==> config.mk <==
export PLATFORM = sky130hd
export DESIGN_NAME = mem_ctrl
export DESIGN_NICKNAME = d
export VERILOG_FILES = /design/src/rtl/mem_ctrl_pkg.sv /design/src/rtl/mem_ctrl.sv
export SDC_FILE = /design/constraint.sdc
export NUM_CORES = 1
export LEC_CHECK = 0
export ABC_AREA = 1
export BUFFER_PORTS_ARGS = -buffer_cell sky130_fd_sc_hd__buf_4
export CORE_MARGIN = 1
export CORE_UTILIZATION = 57
export DETAILED_ROUTE_END_ITERATION = 16
export MAX_ROUTING_LAYER = met4
export PLACE_DENSITY = 0.84
export SLEW_MARGIN = 40
export SYNTH_ARGS = -nofsm -noshare
export SYNTH_HDL_FRONTEND = slang
export SYNTH_SLANG_ARGS = --single-unit
==> constraint.sdc <==
create_clock -name clk -period 3.3 [get_ports clk]
set_input_delay 0.33 -clock clk [delete_from_list [all_inputs] [get_ports clk]]
set_output_delay 0.33 -clock clk [all_outputs]
set_load 0.005 [all_outputs]
==> src/rtl/mem_ctrl_pkg.sv <==
// Shared constants for the byte-serial memory controller: state encodings,
// access size codes, IO address select and bus/instruction widths.
package mem_ctrl_pkg;

    localparam int ADDR_W = 32;
    localparam int INST_W = 32;

    typedef logic [ADDR_W-1:0] ADDR_TYPE;
    typedef logic [INST_W-1:0] INST_TYPE;

    typedef enum logic [1:0] {
        ST_IDLE      = 2'd0,
        ST_IF_READ   = 2'd1,
        ST_LSB_READ  = 2'd2,
        ST_LSB_WRITE = 2'd3
    } state_e;

    localparam logic [1:0] SIZE_BYTE = 2'd0;
    localparam logic [1:0] SIZE_HALF = 2'd1;
    localparam logic [1:0] SIZE_WORD = 2'd2;

    localparam int         IO_SEL_HI  = 17;
    localparam int         IO_SEL_LO  = 16;
    localparam logic [1:0] IO_SEL_VAL = 2'b11;

    function automatic logic [2:0] size_bytes(input logic [1:0] size);
        case (size)
            SIZE_BYTE: return 3'd1;
            SIZE_HALF: return 3'd2;
            SIZE_WORD: return 3'd4;
            default:   return 3'd4;
        endcase
    endfunction

    function automatic logic is_io_sel(input logic [1:0] sel);
        return sel == IO_SEL_VAL;
    endfunction

endpackage

==> src/rtl/mem_ctrl.sv <==
// Byte-serial RAM/IO port controller serving instruction fetch and the load/store buffer.
// Optional: define MEM_CTRL_IO_STALL_EN to hold IO stores while the UART buffer is full.
module mem_ctrl
    import mem_ctrl_pkg::*;
(
    input  logic        clk,
    input  logic        rst,
    input  logic        rdy,
    input  logic        rollback,
    input  logic        io_buffer_full,
    input  logic        if_start_signal,
    input  ADDR_TYPE    if_query_pc,
    output logic        if_finish_signal,
    output INST_TYPE    if_inst,
    input  logic        lsb_start_signal,
    input  logic        lsb_wr,
    input  ADDR_TYPE    lsb_addr,
    input  logic [1:0]  lsb_size,
    input  logic [31:0] lsb_wdata,
    output logic        lsb_finish_signal,
    output logic [31:0] lsb_rdata,
    input  logic [7:0]  mem_din,
    output logic [7:0]  mem_dout,
    output ADDR_TYPE    mem_a,
    output logic        mem_wr
);

    state_e      state_q;
    logic [2:0]  cnt_q;
    logic [2:0]  nbytes_q;
    ADDR_TYPE    addr_q;
    logic [31:0] wdata_q;
    logic [31:0] data_q;

    logic        if_pending_q;
    logic        lsb_pending_q;
    ADDR_TYPE    if_pc_q;
    ADDR_TYPE    lsb_addr_q;
    logic        lsb_wr_q;
    logic [1:0]  lsb_size_q;
    logic [31:0] lsb_wdata_q;

    logic        if_finish_q;
    logic        lsb_finish_q;
    logic        mem_wr_q;
    ADDR_TYPE    mem_a_q;
    logic [7:0]  mem_dout_q;
    INST_TYPE    if_inst_q;
    logic [31:0] lsb_rdata_q;

    logic        if_req;
    logic        lsb_req;
    logic        io_block;
    ADDR_TYPE    if_pc_eff;
    ADDR_TYPE    lsb_addr_eff;
    logic        lsb_wr_eff;
    logic [1:0]  lsb_size_eff;
    logic [31:0] lsb_wdata_eff;
    logic [2:0]  cnt_nxt;
    logic [1:0]  rd_idx;
    logic [31:0] data_d;
    ADDR_TYPE    addr_nxt;
    logic [7:0]  wbyte_nxt;

    // A pulse arriving this cycle is visible alongside the latched request so
    // IDLE can dispatch it at the same edge that would latch it.
    always_comb begin
        if_req        = !rollback && (if_start_signal || if_pending_q);
        lsb_req       = !rollback && (lsb_start_signal || lsb_pending_q);
        if_pc_eff     = if_start_signal  ? if_query_pc : if_pc_q;
        lsb_addr_eff  = lsb_start_signal ? lsb_addr    : lsb_addr_q;
        lsb_wr_eff    = lsb_start_signal ? lsb_wr      : lsb_wr_q;
        lsb_size_eff  = lsb_start_signal ? lsb_size    : lsb_size_q;
        lsb_wdata_eff = lsb_start_signal ? lsb_wdata   : lsb_wdata_q;

        cnt_nxt   = cnt_q + 3'd1;
        rd_idx    = cnt_q[1:0] - 2'd1;
        data_d    = data_q;
        data_d[{rd_idx, 3'b000} +: 8] = mem_din;
        addr_nxt  = addr_q + ADDR_TYPE'(cnt_nxt);
        wbyte_nxt = wdata_q[{cnt_nxt[1:0], 3'b000} +: 8];
    end

`ifdef MEM_CTRL_IO_STALL_EN
    assign io_block = lsb_wr_eff && io_buffer_full
                      && is_io_sel(lsb_addr_eff[IO_SEL_HI:IO_SEL_LO]);
`else
    logic unused_io_full;
    assign unused_io_full = io_buffer_full;
    assign io_block       = 1'b0;
`endif

    always_ff @(posedge clk) begin
        if (rst) begin
            state_q       <= ST_IDLE;
            cnt_q         <= 3'd0;
            nbytes_q      <= 3'd0;
            addr_q        <= '0;
            wdata_q       <= '0;
            data_q        <= '0;
            if_pending_q  <= 1'b0;
            lsb_pending_q <= 1'b0;
            if_pc_q       <= '0;
            lsb_addr_q    <= '0;
            lsb_wr_q      <= 1'b0;
            lsb_size_q    <= SIZE_BYTE;
            lsb_wdata_q   <= '0;
            if_finish_q   <= 1'b0;
            lsb_finish_q  <= 1'b0;
            mem_wr_q      <= 1'b0;
            mem_a_q       <= '0;
            mem_dout_q    <= '0;
            if_inst_q     <= '0;
            lsb_rdata_q   <= '0;
        end else if (rdy) begin
            if_finish_q  <= 1'b0;
            lsb_finish_q <= 1'b0;

            if (rollback) begin
                if_pending_q  <= 1'b0;
                lsb_pending_q <= 1'b0;
            end else begin
                if (if_start_signal) begin
                    if_pending_q <= 1'b1;
                    if_pc_q      <= if_query_pc;
                end
                if (lsb_start_signal) begin
                    lsb_pending_q <= 1'b1;
                    lsb_addr_q    <= lsb_addr;
                    lsb_wr_q      <= lsb_wr;
                    lsb_size_q    <= lsb_size;
                    lsb_wdata_q   <= lsb_wdata;
                end
            end

            case (state_q)
                ST_IDLE: begin
                    // A blocked IO store still holds off fetches to keep LSB priority.
                    if (lsb_req && !io_block) begin
                        lsb_pending_q <= 1'b0;
                        state_q       <= lsb_wr_eff ? ST_LSB_WRITE : ST_LSB_READ;
                        addr_q        <= lsb_addr_eff;
                        nbytes_q      <= size_bytes(lsb_size_eff);
                        wdata_q       <= lsb_wdata_eff;
                        cnt_q         <= 3'd0;
                        data_q        <= '0;
                        mem_a_q       <= lsb_addr_eff;
                        mem_wr_q      <= lsb_wr_eff;
                        mem_dout_q    <= lsb_wr_eff ? lsb_wdata_eff[7:0] : 8'h00;
                    end else if (if_req && !lsb_req) begin
                        if_pending_q <= 1'b0;
                        state_q      <= ST_IF_READ;
                        addr_q       <= if_pc_eff;
                        nbytes_q     <= 3'd4;
                        cnt_q        <= 3'd0;
                        data_q       <= '0;
                        mem_a_q      <= if_pc_eff;
                        mem_wr_q     <= 1'b0;
                    end
                end
                ST_IF_READ, ST_LSB_READ: begin
                    if (rollback) begin
                        state_q <= ST_IDLE;
                    end else begin
                        // cnt_q counts issued addresses; mem_din carries byte cnt_q-1.
                        cnt_q <= cnt_nxt;
                        if (cnt_q != 3'd0) data_q <= data_d;
                        if (cnt_nxt < nbytes_q) mem_a_q <= addr_nxt;
                        if (cnt_q == nbytes_q) begin
                            state_q <= ST_IDLE;
                            if (state_q == ST_IF_READ) begin
                                if_finish_q <= 1'b1;
                                if_inst_q   <= data_d;
                            end else begin
                                lsb_finish_q <= 1'b1;
                                lsb_rdata_q  <= data_d;
                            end
                        end
                    end
                end
                ST_LSB_WRITE: begin
                    if (cnt_nxt < nbytes_q) begin
                        cnt_q      <= cnt_nxt;
                        mem_a_q    <= addr_nxt;
                        mem_dout_q <= wbyte_nxt;
                    end else begin
                        mem_wr_q     <= 1'b0;
                        lsb_finish_q <= 1'b1;
                        state_q      <= ST_IDLE;
                    end
                end
                default: state_q <= ST_IDLE;
            endcase
        end
    end

    assign if_finish_signal  = if_finish_q;
    assign if_inst           = if_inst_q;
    assign lsb_finish_signal = lsb_finish_q;
    assign lsb_rdata         = lsb_rdata_q;
    assign mem_a             = mem_a_q;
    assign mem_dout          = mem_dout_q;
    assign mem_wr            = mem_wr_q & rdy;

endmodule

# ---- After elaboration in Yosys (flattened, before gate mapping)
# Cells that the tools add are included.
dict set report word_totals {
  ramBits 0
  reg_bits 312
  latchBits 0
  out_inout_bits 107
  rom_bits 0
  mem_count 0
  word_cells 125
}
dict set report classes {
  bitwise_logic 3
  n_addsub 4
  n_mux 57
  n_div 0
  shift 3
  n_mul 0
  n_eq_ne 12
  n_lt_le_gt_ge 1
  n_reduce_logical 25
}
# cell count
set op_table {}
lappend op_table {{32-bit two-way mux} 11}
lappend op_table {{32-bit case mux with 3 select lines} 1}
lappend op_table {{32-bit case mux with 2 select lines} 1}
lappend op_table {{32-bit by 3-bit adder with 32-bit output} 1}
lappend op_table {{32-bit bitwise mux} 1}
lappend op_table {{8-bit by 7-bit variable shift with 32-bit output (first input constant)} 1}
lappend op_table {{32-bit by 6-bit indexed part select with 8-bit output} 1}
lappend op_table {{8-bit by 7-bit indexed part select with 32-bit output} 1}
lappend op_table {{8-bit two-way mux} 3}
lappend op_table {{1-bit two-way mux} 22}
lappend op_table {{3-bit two-way mux} 6}
lappend op_table {{8-bit case mux with 2 select lines} 1}
lappend op_table {{4-bit AND reduction} 4}
lappend op_table {{5-bit AND reduction} 3}
lappend op_table {{2-bit two-way mux} 6}
lappend op_table {{2-bit != test (second input constant)} 5}
lappend op_table {{3-bit case mux with 3 select lines} 1}
lappend op_table {{3-bit AND reduction} 3}
lappend op_table {{5-bit negation with 7-bit output} 1}
lappend op_table {{3-bit != test (second input constant)} 2}
lappend op_table {{2-bit case mux with 3 select lines} 1}
lappend op_table {{3-bit case mux with 2 select lines} 1}
lappend op_table {{2-bit nonzero test} 3}
lappend op_table {{2-bit by 1-bit equality test with 1-bit output (second input constant)} 2}
lappend op_table {{15 further kinds} 23}

# ---- Longest topological paths before layout
dict set report logic_depth {
  word_depth 7
  mapped_depth 15
  ltp_nobuf 14
}

# ---- Worst setup path after synthesis
# No wires, ideal clock.
dict set report synth_timing {
  path_kind {flip-flop to flip-flop}
  start {register cnt_q[0]}
  end {register mem_a_q[20], in the netlist mem_a[20]}
  setup_slack_ps 437
  setup_ps 119
  synth_period_minus_slack_ps 2863
  path_stages_with_launch 15
  required_time_ps 3181
  arrival_time_ps 2743
  path_cell_list {dfxtp_1 -> inv_1 -> clkbuf_1 -> ha_1 -> clkinv_1 -> fa_1 -> inv_1 -> nand2_1 -> nand2_1 -> nand2_1 -> nor2_1 -> nand2_1 -> xor2_1 -> nand2_1 -> a21oi_1}
}
dict set report synth_via {
  elab_chain_cells 5
  elab_cells_between_ends 6
  cone_classes {add/sub: 2; order compare: 1; mux: 3}
}
# item line
set synth_lines {}
lappend synth_lines {{start, declared} mem_ctrl.sv:29} ;# logic [2:0] cnt_q;
lappend synth_lines {{start signal, assigned} mem_ctrl.sv:166} ;# cnt_q <= cnt_nxt;
lappend synth_lines {{start signal, assigned} mem_ctrl.sv:183} ;# cnt_q <= cnt_nxt;
lappend synth_lines {{3-bit by 1-bit adder with 3-bit output *} mem_ctrl.sv:76} ;# cnt_nxt = cnt_q + 3'd1;
lappend synth_lines {{32-bit by 3-bit adder with 32-bit output / 3-bit < comparator (equally long branches)} {mem_ctrl.sv:80, mem_ctrl.sv:168, mem_ctrl.sv:182}}
lappend synth_lines {{32-bit two-way mux *} {mem_ctrl.sv:168, mem_ctrl.sv:182}}
lappend synth_lines {{32-bit two-way mux} mem_ctrl.sv:162} ;# if (rollback) begin
lappend synth_lines {{32-bit case mux with 3 select lines *} mem_ctrl.sv:136} ;# case (state_q)
lappend synth_lines {{end signal, assigned} mem_ctrl.sv:147} ;# mem_a_q <= lsb_addr_eff;
lappend synth_lines {{end signal, assigned} mem_ctrl.sv:168} ;# if (cnt_nxt < nbytes_q) mem_a_q <= addr_nxt;
lappend synth_lines {{end signal, assigned} mem_ctrl.sv:184} ;# mem_a_q <= addr_nxt;
lappend synth_lines {{end, declared} mem_ctrl.sv:46} ;# ADDR_TYPE mem_a_q;
# Every way passes the cells marked *; elsewhere a longest branch is shown, timed or not. The select of a mux whose other input is x is not followed.
# A chain may end at the register's enable or synchronous reset.

# ---- Worst setup path after layout
dict set report layout_timing {
  start {register cnt_q[1]}
  end {register mem_a_q[20], in the netlist mem_a[20]}
}
# The elaborated chain is that of the path after synthesis.

==> results.md <==
* Setup violators final at 0
* Die area at 26100 um2
* Synth top area share at 43.1%
* Critical path class: reg2reg
* DRC at 0
* Busiest grt layer: met2
* Final Hold Viols at 0
* Detailed Routing Iterations Pass 1 at 6
* Die height at 161 um
* Total gr overflow at 0
* Post-CTS Setup Repair Bufs at 0
* Fmax at 357 MHz
* IO Count at 221
* Number of gates resized after cts at 0
* Via Count at 14800
* Synth-to-Final Area Change at 20.3%
* Max cap viols at 0
* Arr. time, crit path at 3.25 ns
* Number of enable flip-flop cells after synthesis at 0
* TNS Setup at 0 ns
* GR Util All Layers at 31.9%
* CTS Root Cell: clkbuf_16
* Vias in the first global route at 13200
* Worst-Skew Late Latency at 0.52 ns
* Slew HR at 48.9%
* Die Wd at 161 um
* GRT met2 Usage at 48.2%
* Post-Syn Instances at 2073
* Met3 Use GR at 4.80%
* CTS tree: done
* Final Max Tran Viols at 0
* Synth Register Bits at 312
* Grt met1 use at 44.1%
* Htree depth at 2
* Worst path required time at 3.75 ns
* Clock transition at path regs at 0.06 ns
* Distinct cells, synth at 34
* Initial drt markers at 1499
* First-pass GRT wire length at 66000 um
* Top post-synthesis cells by area: dfxtp_1 43%, nand2_1 12%, o21ai_0 9.5%
* Status: completed
* Detail Placement HPWL at 28300 um
* Crit path max-delay family: simple AND/OR/NAND/NOR gates
* Buf/Inv on CP at 3
* Layout cell share with drive strength beyond 1 at 15.5%
* Max stage delay cell, worst path: nor2_1
* Final period util at 84.8%
* Finished Cell Area at 17400 um2
* GPL Wtd Cong at 1.01
* Via/cell ratio at 5.78
* Most common cell in the netlist: nand2_1
* Syn Area/Cell at 6.99 um2
* Netlist Area Pre-Place at 14500 um2
* Ant diodes at 0
* Post-synth top cells: 468 x nand2_1, 312 x dfxtp_1, 276 x o21ai_0
* Worst IR Drop VDD at 0.392 mV
* Worst setup margin at 0.502 ns
* Mapped Nets at 2203
* Initial Util at 58.9%
* Final Skew at 0.0123 ns
* Routed WL at 41200 um
* # hold bufs at CTS at 0
* Main synth FF type: dfxtp_1
* Worst path max stage delay at 0.49 ns
* Ys Warns at 0
* Worst slew pin tran at 0.767 ns
* Pre-CTS worst setup slack at 0.489 ns
* Max FO, Critical Path at 6
* Site row count at 57
* Num CTS Buffers at 34
* Total power draw at 0.00960 W
* Port Buf Inserts at 219
* CP Launch Type: register
* Crit-path cells: inv_1 -> ha_1 -> clkinv_1 -> fa_1 -> inv_1 -> nand2_1 -> nand2_1 -> nand2_1 -> nor2_1 -> nand2_1 -> xor2_1 -> nand2_1 -> a21oi_1
* Hold WC Path Type: in2reg
* Ys async rst share at 0%
* Cell taking the most area after synthesis: dfxtp_1
* Area post-placement at 16300 um2
* CP most frequent cell: nand2_1
* Largest net degree at the start of global routing at 166
* Leakage at 7.18 nW
* Post-synthesis sequential area ratio at 43.1%
* Clk buf depth at 3
* Core box area at 24600 um2
* Clock sink count at 312
* Fin nets at 2350
* Antenna viol nets, final at 0
* Initial antenna violation count at 0
* Critical Path End Type: register
* Routed len/inst at 16.1 um
* Tmin final at 2.80 ns
* P per Cell Area at 550 nW/um2
* RSZ-0062 raised after global routing: no
==> report_power, final <==
| part | leakage [nW] | switching (W) | internal, W |
|---|---|---|---|
| logic | 4.06 | 0.000965 | 0.000528 |
| registers | 2.55 | 0.000119 | 0.00397 |
| clock network | 0.576 | 0.00154 | 0.00247 |
==> state kept, by name (all words and copies together) (netlist names), 8 cells and up <==
| register | count |
|---|---|
| addr_q | 32 |
| data_q | 32 |
| if_inst | 32 |
| if_pc_q | 32 |
| lsb_addr_q | 32 |
| lsb_rdata | 32 |
| lsb_wdata_q | 32 |
| mem_a | 32 |
| wdata_q | 32 |
| mem_dout | 8 |
==> worst register-to-register path, stage by stage (launching register included) <==
cell and delay, ns:
dfxtp_1 0.43, inv_1 0.12, ha_1 0.32, clkinv_1 0.10, fa_1 0.42, inv_1 0.07, nand2_1 0.06, nand2_1 0.13
nand2_1 0.11, nor2_1 0.49, nand2_1 0.13, xor2_1 0.16, nand2_1 0.06, a21oi_1 0.11
==> through the flow <==
step	hold slack, ns	cells	util (%)
2_1_floorplan	0.425	2073	-
3_3_place_gp	0.434	2508	66.1
3_5_place_dp	0.438	2508	66.1
4_1_cts	0.103	2567	70.9
5_1_grt	0.113	2567	70.9
6_report	0.114	2567	70.9
==> final cells by class <==
type / instances / area (um2)
clock buffers: 47 / 981
well taps: 324 / 405
fillers: 2049 / 7170
clock inverters: 12 / 191
inverters: 167 / 629
multi-input cells: 1456 / 7070
flip-flops and latches: 312 / 6250
repair buffers: 249 / 1910
==> path summary, 6_finish.rpt <==
| path | startpoint | to | slack, ns | cells after the start |
|---|---|---|---|---|
| setup / recovery | cnt_q[1] | mem_a[20] | 0.50 | 13 |
| hold / removal | lsb_wdata[8] | lsb_wdata_q[8] | 0.11 | 3 |
| setup reg to reg | cnt_q[1] | mem_a[20] | 0.50 | 13 |
| hold reg to reg | if_inst[7] | if_inst[7] | 0.45 | 2 |
==> cells by family (layout without fill, tap and decap cells) <==
logic type / Yosys count / in the layout / share of synthesized area (%)
and+or+nand+nor: 768 / 768 / 21.5
buffers and inverters: 305 / 475 / 8.30
adders and majority gates: 16 / 16 / 1.43
DFF: 312 / 312 / 43.1
xor gates and xnor gates: 10 / 10 / 0.604
muxes: 8 / 8 / 0.553
AOI/OAI and AO/OA: 654 / 654 / 24.5
==> cells in the final DEF (no fill, tap or decap), types with 3 or more instances in the layout <==
cell type | synthesis | layout
buf_12 | 0 | 3
nand2_1 | 468 | 468
nand3_1 | 100 | 99
nand4_1 | 3 | 3
o22ai_1 | 24 | 24
o21ai_0 | 276 | 276
a22oi_1 | 32 | 32
bufinv_16 | 0 | 5
clkbuf_1 | 88 | 6
o21ai_1 | 8 | 7
nor2_1 | 158 | 157
nor3_1 | 4 | 4
clkinv_2 | 0 | 5
clkbuf_16 | 0 | 35
a31oi_1 | 71 | 71
inv_1 | 159 | 158
inv_2 | 5 | 5
dfxtp_1 | 312 | 312
clkbuf_8 | 0 | 6
o221ai_1 | 7 | 7
or2_2 | 29 | 29
ha_1 | 15 | 15
a21oi_1 | 218 | 218
clkinv_1 | 3 | 3
xor2_1 | 10 | 10
mux2i_1 | 8 | 8
o21a_1 | 13 | 13
buf_4 | 4 | 245
==> layer usage <==
layer	share of wire, %	wire length, um
met1	44	18000
met2	45	18500
met3	9.2	3800
met4	2.3	928
met5	0	0
No activity file was read; power rests on OpenSTA's default activity.
